<file path="config.mk">
export PLATFORM = sky130hd
export DESIGN_NAME = pgm_sched_flat
export DESIGN_NICKNAME = d
export VERILOG_FILES = /design/src/rtl/pgm_pkg.sv /design/src/rtl/pgm_sched_if.sv /design/src/rtl/pgm_gap_cnt.sv /design/src/rtl/pgm_sched.sv /design/src/flat_wrapper.sv
export SDC_FILE = /design/constraint.sdc
export NUM_CORES = 1
export LEC_CHECK = 0
export CORE_ASPECT_RATIO = 0.5
export CORE_MARGIN = 4
export CORE_UTILIZATION = 35
export CTS_CLUSTER_SIZE = 16
export DETAILED_ROUTE_END_ITERATION = 7
export GPL_ROUTABILITY_DRIVEN = 0
export PLACE_DENSITY_LB_ADDON = 0.1
export SLEW_MARGIN = 0
export SYNTH_ARGS = -nofsm -noshare
export SYNTH_HDL_FRONTEND = slang
export SYNTH_SLANG_ARGS = --single-unit
</file>
<file path="constraint.sdc">
create_clock -name clk -period 4.4 [get_ports clk]
set_input_delay 0.44 -clock clk [delete_from_list [all_inputs] [get_ports clk]]
set_output_delay 0.44 -clock clk [all_outputs]
set_load 0.02 [all_outputs]
</file>
<file path="src/rtl/pgm_pkg.sv">
// Shared types and widths for the PGM packet scheduler.
package pgm_pkg;

    localparam int unsigned RAM_AW = 7;
    localparam int unsigned DW     = 134;
    localparam int unsigned RAM_DW = 144;
    localparam int unsigned CNT_W  = 32;
    localparam int unsigned GAP_W  = 16;

    typedef enum logic [1:0] {
        ST_IDLE = 2'd0,
        ST_WAIT = 2'd1,
        ST_READ = 2'd2,
        ST_GAP  = 2'd3
    } state_e;

    // Generation parameters captured on an accepted start
    typedef struct packed {
        logic [RAM_AW-1:0] last_addr;
        logic [CNT_W-1:0]  pkt_count;
        logic [GAP_W-1:0]  gap_cycles;
    } cfg_t;

    function automatic logic [CNT_W-1:0] sat_inc(input logic [CNT_W-1:0] v);
        return (&v) ? v : v + CNT_W'(1);
    endfunction

endpackage

</file>
<file path="src/rtl/pgm_sched_if.sv">
// Control, RAM-read and packet-output signals of the PGM scheduler.
interface pgm_sched_if;
    import pgm_pkg::*;

    logic              start;
    logic              stop;
    logic [RAM_AW-1:0] last_addr;
    logic [CNT_W-1:0]  pkt_count;
    logic [GAP_W-1:0]  gap_cycles;
    logic              bypass_busy;
    logic              in_alf;
    logic              ram_rd_en;
    logic [RAM_AW-1:0] ram_addr;
    logic [RAM_DW-1:0] ram_rdata;
    logic [DW-1:0]     out_data;
    logic              out_data_wr;
    logic              out_valid;
    logic              out_valid_wr;
    logic              busy;
    logic              done;
    logic [CNT_W-1:0]  sent_cnt;

    modport master (
        output start, stop, last_addr, pkt_count, gap_cycles, bypass_busy, in_alf, ram_rdata,
        input  ram_rd_en, ram_addr, out_data, out_data_wr, out_valid, out_valid_wr,
               busy, done, sent_cnt
    );

    modport slave (
        input  start, stop, last_addr, pkt_count, gap_cycles, bypass_busy, in_alf, ram_rdata,
        output ram_rd_en, ram_addr, out_data, out_data_wr, out_valid, out_valid_wr,
               busy, done, sent_cnt
    );

endinterface

</file>
<file path="src/rtl/pgm_gap_cnt.sv">
// Loadable down-counter timing the idle gap between packets.
module pgm_gap_cnt
    import pgm_pkg::*;
#(
    parameter int unsigned W = GAP_W
) (
    input  logic         clk,
    input  logic         rst_n,
    input  logic         load,
    input  logic [W-1:0] load_val,
    input  logic         tick,
    output logic         zero
);

    logic [W-1:0] cnt_q, cnt_d;

    always_comb begin
        cnt_d = cnt_q;
        if (load) begin
            cnt_d = load_val;
        end else if (tick && (cnt_q != '0)) begin
            cnt_d = cnt_q - W'(1);
        end
    end

    always_ff @(posedge clk) begin
        if (!rst_n) cnt_q <= '0;
        else        cnt_q <= cnt_d;
    end

    assign zero = (cnt_q == '0);

endmodule

</file>
<file path="src/rtl/pgm_sched.sv">
// Replays a packet stored in PGM RAM pkt_count times (or until stop) with a
// programmable idle gap, yielding the output bus while bypass traffic is active.
module pgm_sched
    import pgm_pkg::*;
(
    input  logic       clk,
    input  logic       rst_n,
    pgm_sched_if.slave bus
);

    state_e            state_q, state_d;
    cfg_t              cfg_q, cfg_d;
    logic [RAM_AW-1:0] addr_q, addr_d;
    logic [CNT_W-1:0]  sent_q, sent_d;
    logic              stop_flag_q, stop_flag_d;
    logic              rd_vld_q, rd_vld_d;
    logic              tail_q, tail_d;
    logic              done_q, done_d;

    logic              rd_go, rd_en, tail_rd, finish;
    logic              gap_load, gap_zero;
    logic [GAP_W-1:0]  gap_load_val;
    logic [CNT_W-1:0]  sent_inc;
    logic              unused_rdata_hi;

    // The first read is issued in the same cycle WAIT sees the bus free
    assign rd_go    = (state_q == ST_WAIT) && !bus.stop && !bus.bypass_busy && !bus.in_alf;
    assign rd_en    = rd_go || (state_q == ST_READ);
    assign tail_rd  = (state_q == ST_READ) && (addr_q == cfg_q.last_addr);
    assign sent_inc = sat_inc(sent_q);
    assign finish   = stop_flag_q || bus.stop ||
                      ((cfg_q.pkt_count != '0) && (sent_inc == cfg_q.pkt_count));
    assign gap_load_val = cfg_q.gap_cycles - GAP_W'(1);

    pgm_gap_cnt #(.W(GAP_W)) u_gap_cnt (
        .clk      (clk),
        .rst_n    (rst_n),
        .load     (gap_load),
        .load_val (gap_load_val),
        .tick     (state_q == ST_GAP),
        .zero     (gap_zero)
    );

    always_comb begin
        state_d     = state_q;
        cfg_d       = cfg_q;
        addr_d      = addr_q;
        sent_d      = sent_q;
        stop_flag_d = stop_flag_q;
        done_d      = 1'b0;
        tail_d      = 1'b0;
        gap_load    = 1'b0;
        rd_vld_d    = rd_en;
        case (state_q)
            ST_IDLE: begin
                stop_flag_d = 1'b0;
                if (bus.start && !bus.stop && (bus.last_addr != '0)) begin
                    state_d = ST_WAIT;
                    sent_d  = '0;
                    cfg_d   = '{last_addr: bus.last_addr, pkt_count: bus.pkt_count,
                                gap_cycles: bus.gap_cycles};
                end
            end
            ST_WAIT: begin
                if (bus.stop) begin
                    state_d = ST_IDLE;
                    done_d  = 1'b1;
                end else if (rd_go) begin
                    state_d = ST_READ;
                    addr_d  = RAM_AW'(1);
                end
            end
            ST_READ: begin
                addr_d = addr_q + RAM_AW'(1);
                if (bus.stop) stop_flag_d = 1'b1;
                if (tail_rd) begin
                    tail_d = 1'b1;
                    sent_d = sent_inc;
                    if (finish) begin
                        state_d = ST_IDLE;
                        done_d  = 1'b1;
                    end else if (cfg_q.gap_cycles == '0) begin
                        state_d = ST_WAIT;
                    end else begin
                        state_d  = ST_GAP;
                        gap_load = 1'b1;
                    end
                end
            end
            ST_GAP: begin
                if (bus.stop) begin
                    state_d = ST_IDLE;
                    done_d  = 1'b1;
                end else if (gap_zero) begin
                    state_d = ST_WAIT;
                end
            end
            default: state_d = ST_IDLE;
        endcase
    end

    always_ff @(posedge clk) begin
        if (!rst_n) begin
            state_q     <= ST_IDLE;
            cfg_q       <= '0;
            addr_q      <= '0;
            sent_q      <= '0;
            stop_flag_q <= 1'b0;
            rd_vld_q    <= 1'b0;
            tail_q      <= 1'b0;
            done_q      <= 1'b0;
        end else begin
            state_q     <= state_d;
            cfg_q       <= cfg_d;
            addr_q      <= addr_d;
            sent_q      <= sent_d;
            stop_flag_q <= stop_flag_d;
            rd_vld_q    <= rd_vld_d;
            tail_q      <= tail_d;
            done_q      <= done_d;
        end
    end

    // RAM data lands one cycle after the strobe; forward it only on valid cycles
    assign bus.ram_rd_en    = rd_en;
    assign bus.ram_addr     = (state_q == ST_READ) ? addr_q : '0;
    assign bus.out_data     = rd_vld_q ? bus.ram_rdata[DW-1:0] : '0;
    assign bus.out_data_wr  = rd_vld_q;
    assign bus.out_valid    = tail_q;
    assign bus.out_valid_wr = tail_q;
    assign bus.busy         = (state_q != ST_IDLE);
    assign bus.done         = done_q;
    assign bus.sent_cnt     = sent_q;

    assign unused_rdata_hi = ^bus.ram_rdata[RAM_DW-1:DW];

endmodule

</file>
<file path="src/flat_wrapper.sv">
// flat-port wrapper written by rule: the top's interface ports become plain ports
module pgm_sched_flat import pgm_pkg::*;
  (clk, rst_n, bus_start, bus_stop, bus_last_addr, bus_pkt_count, bus_gap_cycles, bus_bypass_busy, bus_in_alf, bus_ram_rdata, bus_ram_rd_en, bus_ram_addr, bus_out_data, bus_out_data_wr, bus_out_valid, bus_out_valid_wr, bus_busy, bus_done, bus_sent_cnt);
  pgm_sched_if bus_i ();
  input  logic clk;
  input  logic rst_n;
  input wire logic [$bits(bus_i.start)-1:0] bus_start;
  input wire logic [$bits(bus_i.stop)-1:0] bus_stop;
  input wire logic [$bits(bus_i.last_addr)-1:0] bus_last_addr;
  input wire logic [$bits(bus_i.pkt_count)-1:0] bus_pkt_count;
  input wire logic [$bits(bus_i.gap_cycles)-1:0] bus_gap_cycles;
  input wire logic [$bits(bus_i.bypass_busy)-1:0] bus_bypass_busy;
  input wire logic [$bits(bus_i.in_alf)-1:0] bus_in_alf;
  input wire logic [$bits(bus_i.ram_rdata)-1:0] bus_ram_rdata;
  output wire logic [$bits(bus_i.ram_rd_en)-1:0] bus_ram_rd_en;
  output wire logic [$bits(bus_i.ram_addr)-1:0] bus_ram_addr;
  output wire logic [$bits(bus_i.out_data)-1:0] bus_out_data;
  output wire logic [$bits(bus_i.out_data_wr)-1:0] bus_out_data_wr;
  output wire logic [$bits(bus_i.out_valid)-1:0] bus_out_valid;
  output wire logic [$bits(bus_i.out_valid_wr)-1:0] bus_out_valid_wr;
  output wire logic [$bits(bus_i.busy)-1:0] bus_busy;
  output wire logic [$bits(bus_i.done)-1:0] bus_done;
  output wire logic [$bits(bus_i.sent_cnt)-1:0] bus_sent_cnt;
  assign bus_i.start = bus_start;
  assign bus_i.stop = bus_stop;
  assign bus_i.last_addr = bus_last_addr;
  assign bus_i.pkt_count = bus_pkt_count;
  assign bus_i.gap_cycles = bus_gap_cycles;
  assign bus_i.bypass_busy = bus_bypass_busy;
  assign bus_i.in_alf = bus_in_alf;
  assign bus_i.ram_rdata = bus_ram_rdata;
  assign bus_ram_rd_en = bus_i.ram_rd_en;
  assign bus_ram_addr = bus_i.ram_addr;
  assign bus_out_data = bus_i.out_data;
  assign bus_out_data_wr = bus_i.out_data_wr;
  assign bus_out_valid = bus_i.out_valid;
  assign bus_out_valid_wr = bus_i.out_valid_wr;
  assign bus_busy = bus_i.busy;
  assign bus_done = bus_i.done;
  assign bus_sent_cnt = bus_i.sent_cnt;
  pgm_sched u_core (.clk(clk), .rst_n(rst_n), .bus(bus_i));
endmodule
</file>
# == After elaboration in Yosys (flattened, before gate mapping) ==
# Index checks and enable logic that the tools add are counted.
# totals
regBits,116
inputBits,205
out_inout_bits,179
# classes
addsub,4
n_eq_ne,12
muxes,31
n_reduce_logical,32
# ops
cell,count
$mux W134,1
$mux W32,3
$pmux W32 S2,1
$add A32 B1 Y32 const B,1
$eq A32 B32 Y1,1
$logic_not A16 Y1,2
$mux W16,2
$reduce_and A32 Y1,1
$reduce_bool A32 Y1,1
$sub A16 B1 Y16 const B,2
$mux W7,3
$mux W2,8
$reduce_bool A16 Y1,1
$pmux W7 S2,1
$mux W1,9
$logic_and A1 B1 Y1,8
$pmux W2 S4,1
$reduce_bool A2 Y1,4
$add A7 B1 Y7 const B,1
$eq A7 B7 Y1,1
$reduce_bool A7 Y1,1
$ne A2 B1 Y1 const B,3
$ne A3 B2 Y1 const B,2
$reduce_and A2 Y1,3
10 further kinds,18

# == Logic depth before layout (Yosys ltp) ==
# Gate-level depths: netlist of the first run.
# depth
depth_word,9
ltp_mapped,21

# == Hierarchy ==
# From an unflattened synthesis of the first run, not the netlist that was laid out.
# unflattened
cells_unflattened,1099
area_unflattened_um2,7902.6
# by_module_without_submodules
module,n_inst,cells_each,area_each_um2
pgm_sched,1,976,6925.4
pgm_gap_cnt,1,123,977.2

# == Least setup slack after synthesis of the first run ==
# OpenSTA, ideal clock, no wires.
# synth_timing
kind,reg2reg
start,reg u_core.sent_q[0] (netlist: u_core.bus.sent_cnt[0])
end,reg u_core.u_gap_cnt.cnt_q[14]
t_arrival_ns,4.899
required_ns,4.284
slack_ns,-0.615
stages_incl_launch_ff,22
path_buffers,4
synth_period_minus_slack_ns,5.015
cell_sequence,dfxtp_1 -> ha_1 -> clkbuf_1 -> and4_1 -> and3_1 -> clkbuf_1 -> o211ai_1 -> nor4_1 -> a311oi_1 -> or4_1 -> o31ai_4 -> buf_6 -> buf_6 -> mux2i_1 -> ha_1 -> inv_1 -> or3_1 -> or3_1 -> nor3b_1 -> xnor2_1 -> nand2_1 -> o211a_1
# synth_via
elab_chain_len,9
word_cells_on_any_way,11
classes_between,add/sub (1); eq/ne (1); mux (5); reduce/logical (4)
# synth_lines
item,line,rtl
from (decl),pgm_sched.sv:14,"logic [CNT_W-1:0] sent_q, sent_d;"
from (signal assigned),pgm_sched.sv:116,sent_q <= sent_d;
$add A32 B1 Y32 / $reduce_and A32 Y1 (equally long branches),pgm_pkg.sv:25,return (&v) ? v : v + CNT_W'(1);
$mux W32 (*),pgm_pkg.sv:25,
$eq A32 B32 Y1 (*),pgm_sched.sv:32,((cfg_q.pkt_count != '0) && (sent_inc == cfg_q.pkt_count));
$logic_and A1 B1 Y1 (*),pgm_sched.sv:32,
$logic_or A1 B1 Y1 (*),pgm_sched.sv:31,assign finish = stop_flag_q || bus.stop ||
$mux W1 (*),pgm_sched.sv:79,if (finish) begin
$mux W1 (*),pgm_sched.sv:76,if (tail_rd) begin
$mux W1 (*),pgm_sched.sv:54,case (state_q)
$mux W16 / $reduce_bool A2 Y1 (equally long branches),n/a,
to (signal assigned),pgm_gap_cnt.sv:28,else cnt_q <= cnt_d;
to (decl),pgm_gap_cnt.sv:15,"logic [W-1:0] cnt_q, cnt_d;"
# Every way passes the cells marked *; elsewhere a longest branch is shown, timed or not.
# A chain may end at the register's enable or synchronous reset.

# == Final worst setup path of the first run ==
# layout_timing
start,reg u_core.sent_q[17] (netlist: u_core.bus.sent_cnt[17])
end,reg u_core.u_gap_cnt.cnt_q[14]
# Same word-level chain as after synthesis.

==> impl_metrics.ini, run 1 <==
[drt]
drt-total-wl_microns = 35700
vias = 9466
drc = 0
drtIter0Drc = 845
wl_per_cell_microns = 19.8
first_pass_iters = 7
post_drt_via_cell_ratio = 5.24
final_antenna_net_count = 0

[worst_setup_path]
rr_worst_depth = 16
endpoint = u_core.u_gap_cnt.cnt_q[14]
critPathMaxStageDelay_ns = 0.61
path_buf_inv = 1
timing.rr.start = u_core.bus.sent_cnt[17]
r2r_end = u_core.u_gap_cnt.cnt_q[14]
setup.worst_path.start = u_core.bus.sent_cnt[17]
crit_path_frequent_cell = or3_4
arrival_ns = 4.91
crit_type = reg -> reg
rrSetupSlack_ns = -0.19
slowest_stage = or4_4
crit_fanout = 5
crit_cells = 16
cp-end-kind = flip-flop
cp.required_ns = 4.72
crit_chain = nand4_4 > or4_4 > o31a_1 > mux2i_2 > a21o_1 > or4b_4 > o31ai_4 > mux2i_1 > ha_2 > inv_2 > or3_4 > or3_4 > nor3b_2 > xnor2_1 > nand2_1 > o211a_1
cp_top_family = simple AND/OR/NAND/NOR gates
startpoint_type = flip-flop

[grt]
grt.total_usage = 0.271
grt_pass1_vias = 9013
grt_first_pass_wirelength_microns = 52300
gr-total-overflow = 0
grt_max_degree = 65
antenna_found_initial = 2

[die]
die_w_microns = 218
die_y_microns = 113
io_pins = 384
initial_utilization = 0.356
die_area_sq_um = 24600
core_area_sq_um = 21600
num_rows = 38

[clock_network]
max-clock-path-buffers = 2
clk_latency_ns = 0.43
cts_buffers = 17
cts_tree = built
htree_levels = 4
clock-sinks = 116
clk_pin_slew_ns = 0.06
root_buffer = clkbuf_16

[layout]
synthToLayoutAreaGrowth_pct = 71.2
drive_gt1_frac = 0.136
multiInputGateArea_sq_um = 5100
finish.utilization = 0.610
regArea_sq_um = 2370
nFillCells = 1921
fin_nets = 1701

[logic_synthesis]
synth-seq-cells = 116
syn_avg_cell_area_sq_um = 7.26
synth_seq_area_share = 0.301
synth_edf_count = 0
synth_warnings = 0
synthFlopType = dfxtp_1
async_flop_share = 0
ys_types = 68
yosysTopAreaCellShare = 0.301
synth.most_common_cell = nand2_1
synthCells = 1061
ys_top_cells_by_area = dfxtp_1, and2_1, nand2_1, a21oi_1, xnor2_1
synth_top_area_cell = dfxtp_1
synth_area_sq_um = 7700
syn-num-nets = 1269
synth_common_cells = nand2_1, and2_1, dfxtp_1

[timing]
setup_viol = 4
hold_violations = 0
rsz0062_at_grt = yes
fmax_ghz = 0.218
finalCritPeriodShare = 1.04
skew_ns = 0.0119
relSlewSlack = 0.271
setup-tns-final_ns = -0.622
post-route-min-period_ns = 4.59
slew_violations = 0
layout_setup_ws_ns = -0.185
tightest_slew_ns = 1.09

[power_and_ir_drop]
power_mw = 3.18
ir_worst_vdd_mv = 0.185
comb_power_share = 0.160
p_sw_mw = 0.765
seq_power_share = 0.350
power_frac_clock = 0.491
p_int_mw = 2.42
cellPowerDensity_nw_per_um2 = 241
p_leak_nw = 5.10
switching_share = 0.240

[outcome]
status = finished, violations left
violations = negative setup slack

[place]
dp_hpwl_microns = 28700
port-buffer-count = 373

[worst_hold_path]
min_path_type = reg -> reg
hold_depth = 2

[flow_run]
cap_violations = 0
==> logic make-up after synthesis <==
logic type                 count (synthesis)  share of synthesized area
and+or+nand+nor                          557                      0.377
AOI/OAI and AO/OA                        216                      0.172
DFF                                      116                      0.301
buffers and inverters                     89                     0.0528
xor gates and xnor gates                  70                     0.0796
muxes                                     10                     0.0130
adders and majority gates                  3                    0.00487
==> area by class of cell <==
type / instances / share of cell area
clock buffers: 22 / 0.0368
repair buffers: 488 / 0.351
well taps: 300 / 0.0285
diodes: 2 / 0.000380
flip-flops and latches: 116 / 0.180
clock inverters: 8 / 0.0130
multi-input cells: 857 / 0.387
inverters: 13 / 0.00370
==> per-stage QoR <==
stage | setup slack [ns] | hold slack [ns] | instance area, sq um | cells
final | -0.185 | 0.466 | 13200 | 1806
after global routing | -0.307 | 0.492 | 13200 | 1805
after CTS | -0.0821 | 0.466 | 13100 | 1802
after detailed placement | -0.113 | 0.459 | 12400 | 1770
after global placement | -0.0640 | 0.458 | 12400 | 1770
after floorplan | -0.195 | 0.448 | 7850 | 1061
==> power by group through the flow <==
stage,clock (mW),combinational (mW),sequential (mW)
after global routing,1.63,0.545,1.12
after global placement,0,0.493,1.13
final,1.56,0.508,1.11
after CTS,1.58,0.505,1.11
after floorplan,0,0.228,1.12
after detailed placement,0,0.500,1.13
==> flip-flops by register name, summed over array words and instances, names as in the netlist <==
signal,flops
u_core.bus.out_valid,1
u_core.state_q,2
u_core.cfg_q,55
u_core.bus.done,1
u_core.bus.sent_cnt,32
u_core.addr_q,7
u_core.stop_flag_q,1
u_core.bus.out_data_wr,1
u_core.u_gap_cnt.cnt_q,16
==> cell usage in the layout (no fill, tap or decap), types with 13 or more instances in the layout <==
cell type / netlist / layout
nor2_1: 77 / 75
and2_1: 146 / 146
clkdlybuf4s50_1: 0 / 373
dfxtp_2: 0 / 15
xor2_1: 32 / 31
buf_4: 4 / 112
nand2_1: 170 / 170
clkbuf_16: 0 / 18
nor3_1: 31 / 29
nor4_1: 26 / 25
a21oi_1: 107 / 107
or3_1: 16 / 13
xnor2_1: 38 / 38
o21ai_0: 34 / 34
nand3_1: 19 / 18
dfxtp_1: 116 / 92
==> worst min-delay path: cells and delay by family (launching register included) <==
family	cells	cell delay [ns]
simple gates	1	0.05
flops	1	0.31
compound gates	1	0.05
==> repair_timing <==
action | in CTS | in global routing
endpoints found under the setup margin | 4 | 5
gates cloned | 1 | 0
resized for setup | 5 | 12
setup buffers | 1 | 2
hold endpoints to repair | 0 | 0
pin swaps | 1 | 10
hold buffers | 0 | 0
==> layer usage <==
metal,global-route usage,part of all wire,vias to the layer above
met2,0.465,0.49,397
met5,0,0.00036,-
met4,0.0644,0.021,2
met1,0.354,0.43,4459
met3,0.0553,0.067,61
li1,-,-,4547
==> worst min-delay path by stage <==
| stage | start | end | slack (ns) |
|---|---|---|---|
| after floorplan | u_core.cfg_q[49] | u_core.cfg_q[49] | 0.45 |
| after global placement | u_core.cfg_q[49] | u_core.cfg_q[49] | 0.46 |
| after detailed placement | u_core.cfg_q[49] | u_core.cfg_q[49] | 0.46 |
| after CTS | u_core.cfg_q[49] | u_core.cfg_q[49] | 0.47 |
| after global routing | u_core.cfg_q[48] | u_core.cfg_q[48] | 0.49 |
| final | u_core.cfg_q[52] | u_core.cfg_q[52] | 0.47 |
(Power assumes the default switching activity.)
==> run 2: changes to the inputs <==
Settings changed: CAP_MARGIN from default to 40, CORE_UTILIZATION 35 to 38, SYNTH_HIERARCHICAL from default to 1.
==> run 2 against run 1 <==
  * The run now ends clean
  * Non-clock buffer count fell by 79
  * Clock skew fell by 0.0019 ns
  * Largest cell class unchanged
  * Cell count fell by 4.3%
==> impl_metrics.ini, run 2 <==
[grt]
grt_pass1_vias = 8915
antenna_found_initial = 4
grt.total_usage = 0.294
gr-total-overflow = 0
grt_max_degree = 63
grt_first_pass_wirelength_microns = 53000

[clock_network]
clock-sinks = 116
root_buffer = clkbuf_16
clk_latency_ns = 0.42
ctsHoldBuffers = 0
htree_levels = 4
max-clock-path-buffers = 2
cts_buffers = 17
clk_pin_slew_ns = 0.06
cts_tree = built

[layout]
fin_nets = 1657
finish.utilization = 0.627
largest_reg_flops = 55
drive_gt1_frac = 0.0561
largest_register = u_core/cfg_q
layout_commonest_cell = clkdlybuf4s50_1
layout_common_cells = clkdlybuf4s50_1, nand2_1, and2_1
synthToLayoutAreaGrowth_pct = 58.3

[die]
num_rows = 36
initial_utilization = 0.396
die_y_microns = 110
io_pins = 384
die_area_sq_um = 23300
die_w_microns = 212
core_area_sq_um = 20000

[logic_synthesis]
synth.most_common_cell = nand2_1
ys_types = 65
ys_top_cells_by_area = dfxtp_1, and2_1, nand2_1, a21oi_1, xor2_1
syn_avg_cell_area_sq_um = 7.19
synth_warnings = 6
synth-seq-cells = 116
synthFlopType = dfxtp_1
yosysTopAreaCellShare = 0.294
synth_seq_area_share = 0.294
synth_area_sq_um = 7900
syn-num-nets = 1308
synth_top_area_cell = dfxtp_1
synthCells = 1099
synth_common_cells = nand2_1, and2_1, dfxtp_1
async_flop_share = 0
synth_edf_count = 0

[power_and_ir_drop]
power_frac_clock = 0.281
p_int_mw = 2.92
switching_share = 0.400
ir_worst_vdd_mv = 0.270
p_leak_nw = 4.53
comb_power_share = 0.449
seq_power_share = 0.270
cellPowerDensity_nw_per_um2 = 388
p_sw_mw = 1.94

[worst_setup_path]
crit_type = reg -> reg
rr_worst_depth = 13
r2r_end = u_core/u_gap_cnt/cnt_q[14]
startpoint_type = flip-flop
cp-end-kind = flip-flop
cp.required_ns = 4.75
timing.rr.start = u_core/bus.sent_cnt[3]
rrSetupSlack_ns = 0.21
arrival_ns = 4.54
crit_fanout = 8

[timing]
skew_ns = 0.0100
rsz0062_at_grt = no
setup_viol = 0
fmax_ghz = 0.239
post-route-min-period_ns = 4.19
finalCritPeriodShare = 0.952
slew_violations = 0
relSlewSlack = 0.439
tightest_slew_ns = 0.839
hold_violations = 0
layout_setup_ws_ns = 0.212
setup-tns-final_ns = 0

[flow_run]
cap_violations = 0

[place]
port-buffer-count = 373
dp_hpwl_microns = 29200
post-place-ws_ns = 0.269

[worst_hold_path]
min_path_type = reg -> reg
whs_endpoint = u_core/cfg_q[1]
hp-start = u_core/cfg_q[1]
hold_depth = 2

[outcome]
status = finished, final reports clean

[drt]
first_pass_iters = 6
drt-total-wl_microns = 36700
post_drt_via_cell_ratio = 5.62
drtIter0Drc = 1111
drc = 0
final_antenna_net_count = 0
vias = 9711
wl_per_cell_microns = 21.2
-- run 2: what timing repair did --
item / CTS / global route
buffers inserted: 0 / 0
endpoints found under the hold margin: 0 / 0
setup endpoints to repair: 0 / 15
resized for setup: 0 / 1
-- run 2: worst max path at each step --
| stage | to | startpoint | slack (ns) | cells past startpoint |
|---|---|---|---|---|
| 6_report | u_core/u_gap_cnt/cnt_q[14] | u_core/bus.sent_cnt[3] | 0.21 | 13 |
| 5_1_grt | u_core/u_gap_cnt/cnt_q[14] | u_core/bus.sent_cnt[3] | 0.07 | 13 |
| 4_1_cts | u_core/u_gap_cnt/cnt_q[8] | u_core/bus.sent_cnt[23] | 0.23 | 13 |
| 3_5_place_dp | u_core/u_gap_cnt/cnt_q[8] | u_core/bus.sent_cnt[23] | 0.27 | 13 |
| 3_3_place_gp | u_core/u_gap_cnt/cnt_q[8] | u_core/bus.sent_cnt[23] | 0.34 | 13 |
| 2_1_floorplan | u_core/u_gap_cnt/cnt_q[14] | u_core/bus.sent_cnt[0] | 0.72 | 12 |
-- run 2: critical path: stages (launching register included) --
cell and delay (ns):
dfxtp_1 0.44, and4_1 0.40, nand2_1 0.29, buf_4 0.23
nor4_1 0.42, xnor2_1 0.21, nor4b_1 0.27, nand4_1 0.18
o41ai_1 0.55, buf_4 0.19, nor4_1 0.06, buf_4 0.20
or4b_1 0.51, a31oi_1 0.17
-- run 2: per-stage QoR --
stage	cell area (sq um)	std cells	total power [mW]	hold WS, ns
floorplan	7900	1099	2.57	0.448
global placement	11900	1695	3.42	0.457
detailed placement	11900	1695	3.47	0.464
CTS	12500	1727	4.84	0.471
global route	12500	1728	5.12	0.491
finish	12500	1729	4.86	0.474
-- run 2: layer usage --
| layer | GRT usage | wire (microns) |
|---|---|---|
| met5 | 0 | 27 |
| met4 | 0.0717 | 767 |
| met3 | 0.0645 | 3110 |
| met2 | 0.482 | 17300 |
| met1 | 0.397 | 15500 |
-- run 2: cell type report --
class | instances | area (sq um)
Multi-Input combinational cell | 886 | 5180
Timing Repair Buffer | 409 | 4020
Fill cell | 1781 | 7450
Antenna cell | 2 | 5.00
Clock inverter | 13 | 134
Tap cell | 266 | 333
Sequential cell | 116 | 2320
Clock buffer | 19 | 443
Inverter | 18 | 68.8
-- run 2: logic make-up after synthesis --
logic type,synth area share
flops,0.294
simple gates,0.389
fa+ha+maj,0.00633
mux,0.00507
compound gates,0.179
xor+xnor,0.0754
buf+inv,0.0510
-- run 2: power groups by stage --
stage	clock network, mW	logic, mW	registers [mW]
CTS	1.38	2.15	1.31
global route	1.43	2.36	1.33
global placement	0	2.09	1.32
floorplan	0	1.29	1.28
finish	1.37	2.18	1.31
detailed placement	0	2.14	1.33
==> run 3: changes to the inputs <==
Settings changed: GPL_TIMING_DRIVEN from default to 0.
==> run 3 against run 2 <==
  * Clock skew decreased by 0.0021 ns
  * Worst setup slack lost 0.060 ns
  * Sequential power hardly changed
  * Combinational power increased by 6%
  * Non-clock buffer count grew 44
  * Critical path type unchanged
  * Register-to-register slack lost 0.06 ns
  * Critical path depth increased by 3
  * First-iteration DRC count grew 23%
==> impl_metrics.ini, run 3 (synthesis gave the netlist of run 2 again) <==
[outcome]
status = finished, final reports clean

[die]
die_y_microns = 110
die_area_sq_um = 23300
die_w_microns = 212
num_rows = 36
initial_utilization = 0.396
core_area_sq_um = 20000
io_pins = 384

[worst_setup_path]
rr_worst_depth = 16
critPathMaxStageDelay_ns = 0.44
startpoint_type = flip-flop
timing.rr.start = u_core/bus.sent_cnt[16]
r2r_end = u_core/u_gap_cnt/cnt_q[15]
rrSetupSlack_ns = 0.15
cp.required_ns = 4.76
arrival_ns = 4.61
crit_fanout = 10
cp-end-kind = flip-flop
crit_chain = buf_2 > nand4_1 > nor4_2 > buf_4 > buf_2 > a311oi_1 > xnor2_1 > nor4b_1 > nand4_1 > o41ai_2 > nor4_1 > buf_2 > clkinv_2 > clkbuf_2 > o21ai_0 > a31oi_1
crit_type = reg -> reg
slowest_stage = o41ai_2
crit_path_frequent_cell = buf_2

[clock_network]
clk_pin_slew_ns = 0.06
max-clock-path-buffers = 2
htree_levels = 4
root_buffer = clkbuf_16
clock-sinks = 116
cts_buffers = 17
clk_latency_ns = 0.43
cts_tree = built

[layout]
largest_reg_flops = 55
largest_register = u_core/cfg_q
layout_commonest_cell = clkdlybuf4s50_1
layout_common_cells = clkdlybuf4s50_1, nand2_1, and2_1
finalNonFillerCells = 1773
fin_nets = 1701
drive_gt1_frac = 0.0538
synthToLayoutAreaGrowth_pct = 60.6

[drt]
final_antenna_net_count = 0
drc = 0
drt-total-wl_microns = 39700
post_drt_via_cell_ratio = 5.72
drtIter0Drc = 1371
wl_per_cell_microns = 22.4
first_pass_iters = 6
vias = 10100

[grt]
grt_pass1_vias = 9509
grt_first_pass_wirelength_microns = 56800
gr-total-overflow = 0
grt_max_degree = 17
grt.total_usage = 0.319
antenna_found_initial = 5

[power_and_ir_drop]
power_mw = 5.06
p_leak_nw = 4.58
cellPowerDensity_nw_per_um2 = 399
ir_worst_vdd_mv = 0.309

[worst_hold_path]
whs_endpoint = u_core/cfg_q[52]
min_path_type = reg -> reg
hp-start = u_core/cfg_q[52]
hold_depth = 2

[timing]
timing.hold.ws_ns = 0.471
fmax_ghz = 0.235
post-route-min-period_ns = 4.25
setup_viol = 0
slew_violations = 0
skew_ns = 0.00794
finalCritPeriodShare = 0.966
tightest_slew_ns = 0.814
hold_violations = 0
relSlewSlack = 0.457

[flow_run]
cap_violations = 0

[place]
port-buffer-count = 372
place_inst = 1737
dp_hpwl_microns = 31900
run 3: cell types whose count changed in the layout (fill, tap and decap cells not counted), sizes merged:
| cell | delta |
|---|---|
| clkinv | +3 |
| clkinvlp | -3 |
| clkdlybuf4s50 | -1 |
| clkbuf | +57 |
| bufinv | +1 |
| buf | -13 |
run 3: per-stage QoR:
step,instance area (sq um),utilization,TNS (ns),setup slack (ns)
2_1_floorplan,7900,-,0,0.724
3_3_place_gp,12000,0.599,-4.38,-0.462
3_5_place_dp,12000,0.599,-5.59,-0.541
4_1_cts,12600,0.632,0,0.0360
5_1_grt,12700,0.636,-0.172,-0.0404
6_report,12700,0.636,0,0.152
run 3: worst max-delay path, delay by kind of cell (launching register included):
family          cells  cell delay (ns)
flops               1             0.33
buf+inv             6             1.38
xor+xnor            1             0.22
compound gates      4             0.99
simple gates        5             1.28
run 3: final cells by class:
type                       count  area [sq um]
multi-input combinational    886          5250
clock buffer                  18           439
tap                          266           333
buffer                        76           333
antenna                        2          5.00
sequential                   116          2320
inverter                      18          68.8
clock inverter                14           179
timing repair buffer         377          3760
fill                        1777          7260
run 3: worst max-delay path by stage:
stage / start / end
after floorplan: u_core/bus.sent_cnt[0] / u_core/u_gap_cnt/cnt_q[14]
after global placement: u_core/bus.sent_cnt[1] / u_core/u_gap_cnt/cnt_q[11]
after detailed placement: u_core/bus.sent_cnt[1] / u_core/u_gap_cnt/cnt_q[2]
after CTS: u_core/bus.sent_cnt[21] / u_core/u_gap_cnt/cnt_q[11]
after global routing: u_core/bus.sent_cnt[16] / u_core/u_gap_cnt/cnt_q[15]
final: u_core/bus.sent_cnt[16] / u_core/u_gap_cnt/cnt_q[15]
run 3: per-layer routing:
metal | global-route usage | vias up | part of all wire
met5 | 0 | - | 0.0012
met1 | 0.412 | 4741 | 0.40
met2 | 0.521 | 613 | 0.46
li1 | - | 4668 | -
met4 | 0.0874 | 8 | 0.026
met3 | 0.0990 | 111 | 0.11
run 3: timing repair:
action                                 CTS  global route
resized for setup                        8            18
endpoints found under the hold margin    0             0
pin swaps                                2             3
hold buffers                             0             0
gates cloned                             0             0
setup endpoints to repair               15            15
setup buffers                            2             2
run 3: power by group:
part | internal (mW) | leakage, nW | switching, mW
combinational | 0.929 | 3.35 | 1.37
sequential | 1.16 | 0.941 | 0.136
clock | 0.909 | 0.293 | 0.551
